==> config.mk <==
export PLATFORM = sky130hd
export DESIGN_NAME = uart_frame_gen
export DESIGN_NICKNAME = d
export VERILOG_FILES = /design/src/rtl/uart_frame_gen_pkg.sv /design/src/rtl/uart_tx_fifo.sv /design/src/rtl/uart_frame_gen.sv
export SDC_FILE = /design/constraint.sdc
export NUM_CORES = 1
export LEC_CHECK = 0
export BUFFER_PORTS_ARGS = -buffer_cell sky130_fd_sc_hd__buf_2
export CORE_UTILIZATION = 37
export CTS_CLUSTER_SIZE = 20
export DETAILED_ROUTE_END_ITERATION = 8
export GPL_TIMING_DRIVEN = 1
export PLACE_DENSITY = 0.61
export SYNTH_ARGS = -nofsm -noshare
export SYNTH_HDL_FRONTEND = slang
export SYNTH_SLANG_ARGS = --single-unit
==> constraint.sdc <==
create_clock -name baud_out -period 1.32 [get_ports baud_out]
set_input_delay 0.264 -clock baud_out [delete_from_list [all_inputs] [get_ports baud_out]]
set_output_delay 0.264 -clock baud_out [all_outputs]
set_load 0.02 [all_outputs]
==> src/rtl/uart_frame_gen_pkg.sv <==
// uart_frame_gen_pkg: shared encodings, FSM states and frame packing for the UART frame generator
package uart_frame_gen_pkg;
  localparam int FRAME_W = 11;
  localparam logic [FRAME_W-1:0] IDLE_FRAME = 11'h7FF;
  typedef enum logic [1:0] {PAR_NONE = 2'b00, PAR_ODD = 2'b01, PAR_EVEN = 2'b10, PAR_PARALLEL = 2'b11} parity_e;
  typedef enum logic [1:0] {IDLE, LOAD, WAIT_DONE} state_e;
  function automatic logic [FRAME_W-1:0] pack_frame(input logic [7:0] data, input logic [1:0] parity_type,
                                                    input logic stop_bits, input logic data_length);
    logic [FRAME_W-1:0] f;
    logic [7:0] r;
    logic par;
    logic [3:0] p;
    r = {<<{data}};
    f = IDLE_FRAME;
    f[FRAME_W-1] = 1'b0;
    f[9:2] = data_length ? r : {r[7:1], 1'b1};
    par = data_length ? ^data : ^data[6:0];
    p = data_length ? 4'd1 : 4'd2;
    if (parity_type == PAR_ODD || parity_type == PAR_EVEN) begin
      f[p] = (parity_type == PAR_ODD) ? ~par : par;
      p = p - 4'd1;
    end
    // Stop bits land on the all-ones pad; a second stop bit past bit 0 is dropped.
    f[p] = 1'b1;
    if (stop_bits && p > 4'd0) f[p-4'd1] = 1'b1;
    return f;
  endfunction
endpackage

==> src/rtl/uart_tx_fifo.sv <==
// uart_tx_fifo: synchronous byte FIFO with full/empty flags; a full FIFO blocks push even when popping
module uart_tx_fifo #(
  parameter int DEPTH = 4
) (
  input  logic       clk,
  input  logic       rst,
  input  logic [7:0] wr_data,
  input  logic       wr_en,
  input  logic       rd_en,
  output logic [7:0] rd_data,
  output logic       full,
  output logic       empty
);
  localparam int AW = $clog2(DEPTH);
  logic [7:0] mem [DEPTH];
  logic [AW:0] wr_ptr, rd_ptr;
  logic push;
  assign push = wr_en && !full;
  assign empty = wr_ptr == rd_ptr;
  assign full = (wr_ptr[AW] != rd_ptr[AW]) && (wr_ptr[AW-1:0] == rd_ptr[AW-1:0]);
  assign rd_data = mem[rd_ptr[AW-1:0]];
  always_ff @(posedge clk)
    if (push) mem[wr_ptr[AW-1:0]] <= wr_data;
  always_ff @(posedge clk or posedge rst)
    if (rst) begin
      wr_ptr <= '0;
      rd_ptr <= '0;
    end else begin
      if (push) wr_ptr <= wr_ptr + 1'b1;
      if (rd_en && !empty) rd_ptr <= rd_ptr + 1'b1;
    end
endmodule

==> src/rtl/uart_frame_gen.sv <==
// uart_frame_gen: packs bytes into 11-bit UART frames and paces them against the shifter's tx_done.
// Define UART_TXQ_FIFO_EN to place a FIFO_DEPTH-entry byte FIFO in front of the FSM.
module uart_frame_gen
  import uart_frame_gen_pkg::*;
#(
  parameter int FIFO_DEPTH = 4
) (
  input  logic               baud_out,
  input  logic               rst,
  input  logic [7:0]         data_in,
  input  logic               data_valid,
  output logic               data_ready,
  input  logic [1:0]         parity_type,
  input  logic               stop_bits,
  input  logic               data_length,
  input  logic               tx_done,
  output logic [FRAME_W-1:0] frame_out,
  output logic               send,
  output logic               busy,
  output logic [7:0]         frame_count
);
  state_e state;
  logic avail, take;
  logic [7:0] byte_q;
  if (FIFO_DEPTH < 2 || FIFO_DEPTH > 16 || (FIFO_DEPTH & (FIFO_DEPTH - 1)) != 0) begin : g_bad_depth
    $error("FIFO_DEPTH must be a power of two in 2..16");
  end
`ifdef UART_TXQ_FIFO_EN
  logic full, empty;
  uart_tx_fifo #(.DEPTH(FIFO_DEPTH)) u_fifo (
    .clk(baud_out), .rst(rst), .wr_data(data_in), .wr_en(data_valid), .rd_en(take),
    .rd_data(byte_q), .full(full), .empty(empty)
  );
  assign data_ready = !full;
  assign avail = !empty;
`else
  assign data_ready = state == IDLE;
  assign avail = data_valid;
  assign byte_q = data_in;
`endif
  assign take = state == IDLE && avail;
  assign send = state == LOAD;
  assign busy = state != IDLE;
  always_ff @(posedge baud_out or posedge rst)
    if (rst) begin
      state <= IDLE;
      frame_out <= IDLE_FRAME;
      frame_count <= '0;
    end else if (take) begin
      frame_out <= pack_frame(byte_q, parity_type, stop_bits, data_length);
      state <= LOAD;
    end else if (state == LOAD) begin
      state <= WAIT_DONE;
    end else if (state == WAIT_DONE && tx_done) begin
      frame_count <= frame_count + 8'd1;
      state <= IDLE;
    end
endmodule

==> impl_metrics.toml <==
[finish]
regArea_um2 = 515
final_nets = 158
fin_util_pct = 58.3
area.growth.synth_to_final_pct = 46.2
fillers = 241
multi_input_area_um2 = 546
diodes = 0
drive_gt1_share_pct = 62.5

[yosys]
synthFlopType = "dfstp_2"
synth_most_common_cell = "xnor2_1"
synth_area_leader_cell = "dfstp_2"
synth-async-reset-ratio_pct = 100
seq_area_frac_synth_pct = 50.6
synth_seq_cells = 20
synth.avg_cell_area_um2 = 12.2
ys_warn_count = 0
syn_inst = 83
yosysTopAreaCellShare_pct = 25.9
synth.distinct_cells = 28
synth.area.top_cells = "dfstp_2 26%, dfrtp_1 25%, xnor2_1 10%"
synth_area_um2 = 1010
synth_common_cells = "12 x xnor2_1, 10 x dfrtp_1, 10 x dfstp_2, 5 x ha_1, 5 x inv_1"
synth_edf_count = 0
syn_nets = 104

[sta]
min_period_ns = 1.38
fin_setup_tns_ns = -0.100
final-hold-violation-count = 0
slew_violations = 0
period_share_pct = 104
fmax_ghz = 0.727
clock_skew_ns = 0.00397
finalSetupViolations = 2
rsz0062_at_grt = "true"
worst_slack_ns = -0.0552

[route]
wl_mm = 1.95
first_pass_iters = 2
wl_met2_um = 959
drt_iter0_markers = 7
vias_per_cell = 4.72
ant_nets = 0
wl_met3_um = 99
met1Wirelength_um = 880
top_layer_used = "met4"
drc = 0
dr_total_vias = 784
wl_per_cell_um = 11.7

[floorplan]
start_util_pct = 39.9
rows = 18
ios = 38
die-area_um2 = 2960
die_y_um = 54.4
die_w_um = 54.4
core_um2 = 2540

[setup_path]
path_class = "register to output pin"
crit_fanout = 4
crit_path_end_kind = "output pin"
startpoint = "state[1]"
start_kind = "register"
crit_arrival_ns = 1.11
r2r-start = "state[0]"
required_ns = 1.06

[power_and_ir_drop]
p_comb_share_pct = 50.6
p_leak_nw = 0.720
clockPowerShare_pct = 9.8
p_int_mw = 1.82
peakVddDrop_mv = 1.31
power_density_nw_per_um2 = 1970
seqPwrFrac_pct = 39.6
switching_share_pct = 38.0
p_sw_mw = 1.11

[run_status]
violations = "negative setup slack"
outcome = "finished with violations"

[clocking]
clk_pin_slew_ns = 0.11
holdBufCountCts = 0
cts_buffers = 3
cts_tree = "done"
clkLatencyLatePin_ns = 0.29
cts_num_sinks = 20
clock-root-buffer = "clkbuf_4"
htree_levels = 1
cts_buffer_depth = 2

[placed_design]
io_buffers = 36
gp_congestion = 0.734
dpl.hpwl_mm = 1.49

[grt]
grtUsageTotal_pct = 14.4
antenna_found_initial = 0
grt_max_degree = 17
grt_overflow = 0
grt_pass1_wl_mm = 2.98
first_global_vias = 699

[flow_run]
cap_violations = 0

[hold_path]
min_path_type = "input pin to async pin"
-- routing by layer --
metal / track usage (%) / vias to the layer above
met1: 17.8 / 373
met2: 24.8 / 19
met5: 0 / -
li1: - / 390
met3: 3.33 / 2
met4: 3.85 / 0
-- registers in the layout, indices dropped and copies added (netlist names) --
register	flops
frame_count	8
frame_out	10
state	2
-- area by class of cell --
cell class / instances / share of cell area [%]
clock buffer: 4 / 1.77
inverter: 5 / 2.11
tap: 30 / 2.53
sequential: 20 / 34.7
multi-input combinational: 55 / 36.8
timing repair buffer: 52 / 22.1
-- cell families after synthesis --
| logic type | share of synthesized area (%) |
|---|---|
| buffers and inverters | 3.58 |
| AOI/OAI and AO/OA | 3.70 |
| muxes | 7.77 |
| and+or+nand+nor | 12.8 |
| other | 0.370 |
| adders and majority gates | 6.17 |
| DFF | 50.6 |
| xor gates and xnor gates | 15.0 |
-- final timing paths --
path | to | slack, ns | cells past startpoint
max | send | -0.06 | 3
min | frame_out[9] | 0.05 | 2
max reg2reg | frame_count[6] | 0.02 | 4
min reg2reg | frame_count[7] | 0.48 | 1
max in group asynchronous | frame_out[10] | 0.97 | 3
min in group baud_out | frame_out[8] | 0.23 | 2
-- cell usage in the layout, fill, tap and decap left out, types with 2 or more instances in the layout --
cell type / instances
nor2_1: 2
buf_4: 12
buf_6: 6
nand2_1: 2
inv_1: 3
ha_4: 2
xnor2_2: 2
nor2b_1: 2
a21oi_1: 3
buf_2: 34
nor2_2: 2
dfrtp_1: 8
dfstp_2: 10
mux2_4: 6
ha_1: 3
nand4_1: 4
dfrtp_2: 2
clkbuf_4: 3
xnor2_1: 11
-- metrics by stage --
stage	setup WS [ns]	total power, mW	hold WS [ns]	area, um^2	cells
2_1_floorplan	-0.0519	1.96	0.220	1070	83
3_3_place_gp	-0.275	2.40	0.365	1370	159
3_5_place_dp	-0.289	2.44	0.368	1370	159
4_1_cts	-0.0731	2.91	0.0499	1460	166
5_1_grt	-0.117	3.12	0.0769	1480	166
6_report	-0.0552	2.93	0.0505	1480	166
-- power groups by stage --
stage | combinational [mW] | clock (mW) | sequential (mW)
finish | 1.48 | 0.287 | 1.16
global route | 1.60 | 0.328 | 1.19
CTS | 1.45 | 0.302 | 1.16
detailed placement | 1.29 | 0 | 1.15
global placement | 1.27 | 0 | 1.14
floorplan | 0.562 | 0 | 1.40
-- timing repair --
action / CTS / global route
endpoints found under the setup margin: 10 / 14
resized for setup: 14 / 6
pin swaps: 0 / 3
buffers inserted: 3 / 0
-- critical path, cell delays in order, from the launching register on --
cell,delay [ns]
dfrtp_2,0.46
buf_6,0.13
nor2b_1,0.09
buf_4,0.14
Note: power is estimated with default switching activity, not from simulation.
